<file path="src/rtl/alu_bist.sv">
// -----------------------------------------------------------------------------
// alu_bist
// Power-on self-test sequencer for the execute-stage ALU. A start request
// walks a fixed 9-entry operation table through the ALU input mux, holds each
// vector for SETTLE_CYCLES, then compares the full-width ALU result with the
// stored expectation. Reports pass/fail, a saturating failure count and the
// index/result/status seen at the first miscompare.
//
// Ports
//   clk             clock, all state on rising edge
//   rst_n           synchronous active-low reset
//   i_Start         start request (honoured only in IDLE or DONE)
//   o_A, o_B        ALU operands (held after the run)
//   o_Sigs_Control  ALU opcode
//   o_Sig_Carry_In  ALU carry/borrow in
//   i_ALU_Result    ALU result under test
//   i_Status        ALU flags, captured at the first failure only
//   o_Busy          run in progress
//   o_Done          run finished, held until the next accepted start
//   o_Pass          o_Done with zero failures
//   o_Fail_Count    miscompares in this run, saturating at 15
//   o_Fail_Index    first failing vector index
//   o_Fail_Result   i_ALU_Result at the first failure
//   o_Fail_Status   i_Status at the first failure
// DATA_WIDTH below 32 is not supported; table entries are zero-extended.
// -----------------------------------------------------------------------------
module alu_bist #(
   parameter int DATA_WIDTH    = 32,
   parameter int SETTLE_CYCLES = 1,
   parameter bit STOP_ON_FAIL  = 1'b1
) (
   input  logic                  clk,
   input  logic                  rst_n,
   input  logic                  i_Start,
   output logic [DATA_WIDTH-1:0] o_A,
   output logic [DATA_WIDTH-1:0] o_B,
   output logic [3:0]            o_Sigs_Control,
   output logic                  o_Sig_Carry_In,
   input  logic [DATA_WIDTH-1:0] i_ALU_Result,
   input  logic [3:0]            i_Status,
   output logic                  o_Busy,
   output logic                  o_Done,
   output logic                  o_Pass,
   output logic [3:0]            o_Fail_Count,
   output logic [3:0]            o_Fail_Index,
   output logic [DATA_WIDTH-1:0] o_Fail_Result,
   output logic [3:0]            o_Fail_Status
);

   typedef enum logic [2:0] {
      ST_IDLE   = 3'd0,
      ST_ISSUE  = 3'd1,
      ST_SETTLE = 3'd2,
      ST_CHECK  = 3'd3,
      ST_DONE   = 3'd4
   } state_t;

   typedef struct packed {
      logic [3:0]  ctrl;
      logic [31:0] a;
      logic [31:0] b;
      logic        cin;
      logic [31:0] exp;
   } vec_t;

   localparam logic [3:0] LAST_IDX = 4'd8;
   localparam logic [3:0] SETTLE_LOAD = 4'(SETTLE_CYCLES - 1);

   // Fixed self-test table; out-of-range indices return an all-zero entry.
   function automatic vec_t vec_lookup(input logic [3:0] idx);
      vec_t v;
      case (idx)
         4'd0:    v = '{4'b0001, 32'hAAAA_AAAA, 32'h5555_5555, 1'b0, 32'h5555_5555};
         4'd1:    v = '{4'b1001, 32'hAAAA_AAAA, 32'h5555_5555, 1'b0, 32'hAAAA_AAAA};
         4'd2:    v = '{4'b0010, 32'h0000_00A5, 32'h0000_005A, 1'b0, 32'h0000_00FF};
         4'd3:    v = '{4'b0011, 32'hFFFF_FFFF, 32'h0000_0001, 1'b1, 32'h0000_0001};
         4'd4:    v = '{4'b0100, 32'h0000_00FF, 32'h0000_00A5, 1'b0, 32'h0000_005A};
         4'd5:    v = '{4'b0101, 32'h0000_0000, 32'h0000_0001, 1'b1, 32'hFFFF_FFFE};
         4'd6:    v = '{4'b0110, 32'hFFFF_FFFF, 32'h0000_FFFF, 1'b1, 32'h0000_FFFF};
         4'd7:    v = '{4'b0111, 32'hFFFF_0000, 32'h0000_FFFF, 1'b1, 32'hFFFF_FFFF};
         4'd8:    v = '{4'b1000, 32'hFFFF_FFFF, 32'h0000_FFFF, 1'b1, 32'hFFFF_0000};
         default: v = '0;
      endcase
      return v;
   endfunction

   state_t                state_q;
   logic [3:0]            index_q;
   logic [3:0]            settle_cnt_q;
   logic [DATA_WIDTH-1:0] a_q;
   logic [DATA_WIDTH-1:0] b_q;
   logic [3:0]            ctrl_q;
   logic                  cin_q;
   logic                  busy_q;
   logic                  done_q;
   logic                  pass_q;
   logic [3:0]            fail_count_q;
   logic [3:0]            fail_index_q;
   logic [DATA_WIDTH-1:0] fail_result_q;
   logic [3:0]            fail_status_q;

   vec_t                  vec_s;
   logic [DATA_WIDTH-1:0] exp_s;
   logic                  mismatch_s;
   logic                  last_s;

   // Current vector decode and result compare for the CHECK state.
   always_comb begin
      vec_s      = vec_lookup(index_q);
      exp_s      = DATA_WIDTH'(vec_s.exp);
      mismatch_s = (i_ALU_Result != exp_s);
      last_s     = (index_q == LAST_IDX);
   end

   // Sequencer FSM with all outputs registered.
   always_ff @(posedge clk) begin
      if (!rst_n) begin
         state_q       <= ST_IDLE;
         index_q       <= 4'd0;
         settle_cnt_q  <= 4'd0;
         a_q           <= '0;
         b_q           <= '0;
         ctrl_q        <= 4'd0;
         cin_q         <= 1'b0;
         busy_q        <= 1'b0;
         done_q        <= 1'b0;
         pass_q        <= 1'b0;
         fail_count_q  <= 4'd0;
         fail_index_q  <= 4'd0;
         fail_result_q <= '0;
         fail_status_q <= 4'd0;
      end else begin
         case (state_q)
            ST_IDLE, ST_DONE: begin
               if (i_Start) begin
                  state_q       <= ST_ISSUE;
                  index_q       <= 4'd0;
                  busy_q        <= 1'b1;
                  done_q        <= 1'b0;
                  pass_q        <= 1'b0;
                  fail_count_q  <= 4'd0;
                  fail_index_q  <= 4'd0;
                  fail_result_q <= '0;
                  fail_status_q <= 4'd0;
               end else begin
                  state_q <= state_q;
               end
            end
            ST_ISSUE: begin
               a_q          <= DATA_WIDTH'(vec_s.a);
               b_q          <= DATA_WIDTH'(vec_s.b);
               ctrl_q       <= vec_s.ctrl;
               cin_q        <= vec_s.cin;
               settle_cnt_q <= SETTLE_LOAD;
               state_q      <= ST_SETTLE;
            end
            ST_SETTLE: begin
               if (settle_cnt_q == 4'd0) begin
                  state_q <= ST_CHECK;
               end else begin
                  settle_cnt_q <= settle_cnt_q - 4'd1;
               end
            end
            ST_CHECK: begin
               if (mismatch_s) begin
                  if (fail_count_q != 4'd15) begin
                     fail_count_q <= fail_count_q + 4'd1;
                  end
                  // Count is still zero only on the first miscompare of the run.
                  if (fail_count_q == 4'd0) begin
                     fail_index_q  <= index_q;
                     fail_result_q <= i_ALU_Result;
                     fail_status_q <= i_Status;
                  end
               end
               if (last_s || (mismatch_s && STOP_ON_FAIL)) begin
                  state_q <= ST_DONE;
                  busy_q  <= 1'b0;
                  done_q  <= 1'b1;
                  pass_q  <= (fail_count_q == 4'd0) && !mismatch_s;
               end else begin
                  index_q <= index_q + 4'd1;
                  state_q <= ST_ISSUE;
               end
            end
            default: begin
               state_q <= ST_IDLE;
               busy_q  <= 1'b0;
               done_q  <= 1'b0;
               pass_q  <= 1'b0;
            end
         endcase
      end
   end

   assign o_A            = a_q;
   assign o_B            = b_q;
   assign o_Sigs_Control = ctrl_q;
   assign o_Sig_Carry_In = cin_q;
   assign o_Busy         = busy_q;
   assign o_Done         = done_q;
   assign o_Pass         = pass_q;
   assign o_Fail_Count   = fail_count_q;
   assign o_Fail_Index   = fail_index_q;
   assign o_Fail_Result  = fail_result_q;
   assign o_Fail_Status  = fail_status_q;

endmodule
</file>
<file path="config.mk">
export PLATFORM = sky130hd
export DESIGN_NAME = alu_bist
export DESIGN_NICKNAME = d
export VERILOG_FILES = /design/src/rtl/alu_bist.sv
export SDC_FILE = /design/constraint.sdc
export NUM_CORES = 1
export LEC_CHECK = 0
export ABC_AREA = 1
export BUFFER_PORTS_ARGS = -buffer_cell sky130_fd_sc_hd__buf_2
export CORE_UTILIZATION = 42
export CTS_BUF_LIST = sky130_fd_sc_hd__clkbuf_2
export CTS_CLUSTER_SIZE = 24
export DETAILED_ROUTE_END_ITERATION = 6
export PLACE_DENSITY = 0.74
export SKIP_CTS_REPAIR_TIMING = 1
export SLEW_MARGIN = 20
export SYNTH_ARGS = -nofsm -noshare
export SYNTH_HDL_FRONTEND = slang
export SYNTH_SLANG_ARGS = --single-unit
export TNS_END_PERCENT = 10
</file>
<file path="constraint.sdc">
create_clock -name clk -period 2.8 [get_ports clk]
set_clock_uncertainty 0.15 [all_clocks]
set_input_delay 0.14 -clock clk [delete_from_list [all_inputs] [get_ports clk]]
set_output_delay 0.14 -clock clk [all_outputs]
set_load 0.05 [all_outputs]
</file>
==> reports/qor.csv, run 1 <==
stage,metric,value,unit
run_status,status,"finished, final reports clean",
critical_path,critPathLaunchType,flip-flop,
clock_tree,clock_tree_from_tritoncts,done,
die,design.core.area,11470,um2
sta,final-hold-violation-count,0,
synthesis,yosys_register_bits,109,
synthesis,synth.cell_area,4967,um2
layout,filler_instances,1058,
die,io_pins,155,
global_route,pin_count_of_the_biggest_net_entering_global_routing,81,
power,p_per_area,938.7,nW/um2
synthesis,synthesis.instances,659,
job,maxCapViolCount,0,
clock_tree,cts.reportedPaths.clkPinSlew,0.32,ns
global_route,grt_first_pass_wirelength,17.63,mm
layout,finalNetCount,853,
layout,area_delta_synth_final,23.30,%
die,die_w,110.8,um
min_path,worst_hold_path_type,primary input to flip-flop,
synthesis,top_area_cell_type_share_of_the_netlist_area,0.4393,
synthesis,muxShareOfSynthArea,0,
synthesis,synth_top_family_by_area,simple AND/OR/NAND/NOR gates,
clock_tree,cts-root-buf,clkbuf_2,
synthesis,synth.largest_area_cell,dfxtp_1,
detailed_routing,routed-via-count,4587,
detailed_routing,drc,0,
sta,final_critical_path_setup_slack,0.06858,ns
sta,report.final.slew_viol_count,0,
synthesis,synthDistinctLibCells,37,
clock_tree,htree_num_levels,3,
sta,timing.final.crit_period,2.731,ns
clock_tree,cts_inserted_buffers,9,
detailed_routing,routed_wire_length_per_instance,12.73,um
power,peakVddDrop,0.6494,mV
placement,dp.final_hpwl,7.869,mm
power,p_total,5749,uW
layout,drive_gt1_frac,0.2426,
detailed_routing,antenna_left,0,
critical_path,critical_path.slowest_cell,dlygate4sd3_1,
detailed_routing,first_drt_pass_iteration_count,6,
critical_path,critPathMaxStageDelay,0.57,ns
global_route,track_usage,0.1740,
sta,timing.final.crit_share,0.9755,
die,initial_core_util,0.4332,
sta,worstMarginPinSlew,0.5532,ns
critical_path,worst-setup-path-type,flip-flop to flip-flop,
critical_path,path_cells,nand2_1 -> nor2_4 -> buf_4 -> nand3_1 -> nand3_2 -> buf_12 -> nand3b_1 -> a21oi_1 -> dlygate4sd3_1,
critical_path,r2r-start,state_q[1],
detailed_routing,drt_first_iter_violations,287,
critical_path,cp_top_family,buffers and inverters,
synthesis,cell_types_with_the_largest_area_share_after_synthesis,"dfxtp_1, nand2_1, nor2_1",
sta,hold_slack,0.1549,ns
clock_tree,insertion_delay,0.61,ns
critical_path,worst_path_arrival_time,3.14,ns
synthesis,synth_simple_gate_area_share,0.2904,
detailed_routing,postRouteWirelength,12.11,mm
sta,max_slew_margin,0.6312,
sta,setup_total_negative_slack,0,ns
clock_tree,clkSinkCount,109,
die,std_cell_rows,39,
power,static-leakage-power,0.003043,uW
synthesis,post_synth_xor_area_fraction,0.005290,
sta,timing.final.setup_violations,0,
global_route,grt_remaining_overflow,0,
synthesis,fraction_of_the_mapped_netlist_area_in_compound_gates,0.1028,
synthesis,post_synth.cell_area_avg,7.538,um2
sta,fmaxAchievable,366.1,MHz
layout,layout.cells.non_filler,951,
critical_path,critical_path.endpoint_type,flip-flop,
critical_path,worstPathRequired,3.21,ns
placement,place_congestion,0.8672,
die,fp.dieH,110.8,um
layout,num_antenna_cells,0,
critical_path,critical_path_source,state_q[1],
global_route,first_global_vias,3807,
clock_tree,clock_tree.buffer_depth,2,
placement,buffer_ports.inserted,146,
critical_path,worst-path-buf-inv,3,
synthesis,warnings_from_yosys,0,
critical_path,critPathMaxFanout,80,
placement,post_place_setup_slack,0.4470,ns
synthesis,synth_sequential_area_ratio,0.4393,
die,dieArea,12270,um2
placement,place.detailed.instances,886,
detailed_routing,via_per_inst,4.823,
min_path,hold_start,i_Status[3],
synthesis,yosys.area_share.adder,0.02771,
global_route,antenna_violations_before_repair,0,
worst paths after layout:
path,end,slack [ns],depth (start not counted)
min,o_Fail_Status[3],0.15,4
max reg2reg,o_Fail_Result[27],0.07,9
min reg2reg,o_Sigs_Control[3],0.32,2
max,o_Fail_Result[27],0.07,9
metrics by stage:
stage          utilization  cell area (um2)
2_1_floorplan            -             4994
3_3_place_gp        0.4795             5499
3_5_place_dp        0.4795             5499
4_1_cts             0.4913             5634
5_1_grt             0.5341             6125
6_report            0.5341             6125
worst register-to-register path: cells and delay by family (launching register included):
family / cells / cell delay (ns)
buf+inv: 3 / 1.08
simple gates: 5 / 0.95
flops: 1 / 0.44
compound gates: 1 / 0.09
cells in the mapped netlist:
cell      number
a31oi_1        1
inv_1         37
nor4_1         1
ha_1          11
o211ai_1       1
nor2_2         2
or2_2          1
nand2_4        1
nor3_1        13
nand3_2        3
nand2_2        6
nor2_1       107
nand2_1      128
clkbuf_1      16
inv_2          4
nor2_4         1
a21boi_0       1
conb_1         1
o21ai_1        3
nand3b_1      27
dfxtp_1      109
a21oi_2        1
xor2_1         3
buf_2          8
a22oi_1        1
buf_1          3
a21oi_1       57
clkinv_8       1
nand3_4        2
a211oi_1       3
nand4_2        1
nor3b_1        1
o21ai_0       30
nand3_1       22
buf_4         48
nand4_1        2
buf_6          2
layout by cell type, fill, tap and decap left out, drive strengths merged:
cell type,instances
a31oi,1
nor3b,1
nor4,1
nor3,13
o21ai,33
clkbuf,9
a21oi,58
conb,8
inv,45
clkinv,3
ha,11
nand4,3
dlygate4sd3,49
a21boi,1
nand3b,27
bufinv,1
dfxtp,109
nand3,27
nand2,135
a211oi,3
nor2,110
or2,1
a22oi,1
buf,154
o211ai,1
xor2,3
cell families after synthesis:
logic type	count (synthesis)
compound gates	98
xor+xnor	3
fa+ha+maj	11
buf+inv	119
flops	109
other cells	1
simple gates	318
power breakdown:
| part | switching (uW) | internal [uW] |
|---|---|---|
| clock network | 561 | 235 |
| logic | 2140 | 732 |
| registers | 192 | 1890 |
area by class of cell:
type,instances,area (um2),area share
repair buffers,203,1294,0.2112
clock buffers,9,45.04,0.007354
flip-flops and latches,109,2182,0.3563
multi-input cells,438,2165,0.3534
inverters,42,170.2,0.02778
clock inverters,7,90.09,0.01471
well taps,143,178.9,0.02921
per-layer routing:
metal | routed length (um) | GRT usage
met5 | 0 | 0
met3 | 681 | 0.03390
met4 | 382 | 0.04978
met2 | 5492 | 0.2749
met1 | 5551 | 0.2408
sequential cells by signal, summed over array words and instances, names as in the netlist:
| signal | cells |
|---|---|
| settle_cnt_q | 4 |
| o_Fail_Status | 4 |
| o_A | 8 |
| o_Busy | 1 |
| state_q | 3 |
| o_Sig_Carry_In | 1 |
| o_Sigs_Control | 4 |
| o_Fail_Result | 32 |
| o_B | 8 |
| vec_s | 30 |
| index_q | 4 |
| o_Fail_Index | 4 |
| o_Fail_Count | 4 |
| o_Pass | 1 |
| o_Done | 1 |
(Power assumes the default switching activity.)
==> inputs of run 2 (changes only) <==
--- a/config.mk
+++ b/config.mk
@@ -7,11 +7,11 @@
 export LEC_CHECK = 0
 export ABC_AREA = 1
 export BUFFER_PORTS_ARGS = -buffer_cell sky130_fd_sc_hd__buf_2
-export CORE_UTILIZATION = 42
+export CORE_UTILIZATION = 53
 export CTS_BUF_LIST = sky130_fd_sc_hd__clkbuf_2
 export CTS_CLUSTER_SIZE = 24
 export DETAILED_ROUTE_END_ITERATION = 6
-export PLACE_DENSITY = 0.74
+export PLACE_DENSITY = 0.88
 export SKIP_CTS_REPAIR_TIMING = 1
 export SLEW_MARGIN = 20
 export SYNTH_ARGS = -nofsm -noshare
==> run 2 against run 1 <==
Net effect: sequential cell count did not move; die area fell by 20%; sequential power barely moved; largest power group unchanged.
==> reports/qor.csv, run 2 (synthesized netlist as in run 1, its figures left out) <==
stage,metric,value,unit,change
min_path,hold_start,i_Status[2],,
detailed_routing,via_per_inst,5.414,,+12%
layout,num_antenna_cells,0,,unchanged
clock_tree,clock_tree.buffer_depth,2,,unchanged
min_path,worst_hold_path.num_cells,4,,unchanged
power,p_per_area,957.4,nW/um2,+2.0%
critical_path,critical_path.reg2reg.endpoint,vec_s[7],,
critical_path,critPathLaunchType,flip-flop,,
detailed_routing,routed_wire_length_per_instance,14.62,um,+15%
global_route,antenna_violations_before_repair,0,,unchanged
critical_path,critical_path.slowest_cell,dfxtp_1,,
critical_path,r2r_slack,0.18,ns,+0.11 ns
placement,post_place_setup_slack,0.3454,ns,-0.1016 ns
sta,final_critical_path_setup_slack,0.1760,ns,+0.1074 ns
sta,timing.final.crit_share,0.9372,,-0.03835
clock_tree,cts.reportedPaths.clkPinSlew,0.28,ns,-0.04 ns
clock_tree,cts_inserted_buffers,9,,unchanged
sta,timing.final.crit_period,2.624,ns,-0.1074 ns
layout,layout_common_cells,"buf_2, nand2_1, dfxtp_1",,
sta,max_slew_margin,0.5648,,-0.06636
global_route,track_usage,0.2283,,+0.05432
critical_path,path_cells,nand2_1 -> inv_1 -> nand4_1 -> nand2_1 -> nand2_1 -> nor2_2 -> nand4_2 -> nand2_4 -> nand2_2 -> nand2_1 -> nand3_2 -> ha_1 -> nand2_1 -> a22oi_1,,
detailed_routing,first_drt_pass_iteration_count,6,,unchanged
die,initial_core_util,0.5587,,+0.1255
layout,largest_register_ff_count,32,,unchanged
layout,final_core_occ,0.6672,,+0.1331
die,io_pins,155,,unchanged
die,die_w,98.81,um,-11%
die,design.core.area,8891,um2,-22%
layout,filler_instances,678,,-36%
die,fp.dieH,98.81,um,-11%
clock_tree,clkSinkCount,109,,unchanged
min_path,worst_hold_path_type,primary input to flip-flop,,
critical_path,worst-setup-path-type,flip-flop to flip-flop,,
clock_tree,htree_num_levels,3,,unchanged
sta,setup_total_negative_slack,0,ns,unchanged
layout,layout_commonest_cell,buf_2,,
critical_path,critPathMaxFanout,9,,-89%
detailed_routing,antenna_left,0,,unchanged
detailed_routing,drt_first_iter_violations,361,,+26%
detailed_routing,drc,0,,unchanged
layout,multiInputGateArea,2182,um2,+0.81%
placement,place_congestion,0.8956,,+3.3%
critical_path,timing.reg2reg.worst_path_depth,14,,+5
die,std_cell_rows,34,,-13%
layout,area.sequential,2182,um2,unchanged
clock_tree,clock_tree_from_tritoncts,done,,
detailed_routing,postRouteWirelength,13.16,mm,+8.7%
sta,fmaxAchievable,381.1,MHz,+4.1%
global_route,grt_remaining_overflow,0,,unchanged
layout,finalNetCount,839,,-1.6%
global_route,first_global_vias,4045,,+6.3%
min_path,worstHoldEndpoint,o_Fail_Status[2],,
critical_path,worst_path_arrival_time,3.00,ns,-0.14 ns
power,static-leakage-power,0.002934,uW,-3.6%
critical_path,r2r-start,vec_s[31],,
critical_path,critPathMostFrequentCell,nand2_1,,
placement,buffer_ports.inserted,146,,unchanged
placement,dp.final_hpwl,8.182,mm,+4.0%
critical_path,critPathMaxStageDelay,0.52,ns,-0.05 ns
job,maxCapViolCount,0,,unchanged
global_route,grt_first_pass_wirelength,18.02,mm,+2.2%
layout,drive_gt1_frac,0.2424,,about the same
sta,timing.final.setup_violations,0,,unchanged
critical_path,critical_path.endpoint_type,flip-flop,,
sta,final-hold-violation-count,0,,unchanged
critical_path,cp_top_family,simple AND/OR/NAND/NOR gates,,
power,peakVddDrop,0.6113,mV,-5.9%
global_route,pin_count_of_the_biggest_net_entering_global_routing,81,,unchanged
sta,worstMarginPinSlew,0.6521,ns,+0.09882 ns
critical_path,worst-path-buf-inv,1,,-2
layout,area_delta_synth_final,19.42,%,
sta,hold_slack,0.1699,ns,+0.01497 ns
die,dieArea,9763,um2,-20%
run_status,status,"finished, final reports clean",,
clock_tree,insertion_delay,0.60,ns,about the same
sta,report.final.slew_viol_count,0,,unchanged
critical_path,worstPathRequired,3.18,ns,-0.03 ns
detailed_routing,routed-via-count,4873,,+6.2%
clock_tree,cts-root-buf,clkbuf_2,,
==> run 2: changes by cell type in the layout (fill, tap and decap cells not counted), sizes merged <==
cell	before	now
dlygate4sd3	49	38
buf	154	151
clkbuf	9	10
inv	45	41
clkinvlp	0	1
==> run 2: per-stage QoR <==
stage / power [uW] / std cells / area (um2)
finish: 5679 / 900 / 5932
global route: 6005 / 900 / 5932
CTS: 5586 / 862 / 5534
detailed placement: 4916 / 848 / 5433
global placement: 4850 / 848 / 5433
floorplan: 4538 / 666 / 4994
==> run 2: report_power, final <==
group	switching, uW	total, uW	internal [uW]
clock	482	682	200
combinational	2180	2900	722
sequential	209	2100	1890
total	2870	5680	2810
==> run 2: metal layers <==
metal / part of all wire / global-route usage
met1: 0.38 / 0.2780
met5: 0 / 0
met2: 0.48 / 0.3895
met3: 0.078 / 0.05177
met4: 0.058 / 0.09414
==> run 2: worst max path at each step <==
stage | endpoint | startpoint | depth (start not counted) | slack [ns]
detailed placement | vec_s[47] | vec_s[31] | 14 | 0.35
global placement | vec_s[47] | vec_s[31] | 14 | 0.43
floorplan | vec_s[7] | vec_s[30] | 14 | 0.75
CTS | vec_s[47] | vec_s[31] | 14 | 0.29
global route | vec_s[2] | vec_s[31] | 15 | -0.14
finish | vec_s[7] | vec_s[31] | 14 | 0.18
==> run 2: layout make-up <==
class                      instances  share of cell area
sequential                       109              0.3679
multi-input combinational        438              0.3679
timing repair buffer             189              0.1957
inverter                          42             0.02869
tap                              108             0.02278
clock inverter                     4            0.008648
clock buffer                      10            0.008437
==> run 2: worst min-delay path, delay by kind of cell <==
| kind | cells | cell delay (ns) |
|---|---|---|
| buf+inv | 2 | 0.65 |
| compound gates | 1 | 0.06 |
| simple gates | 1 | 0.07 |
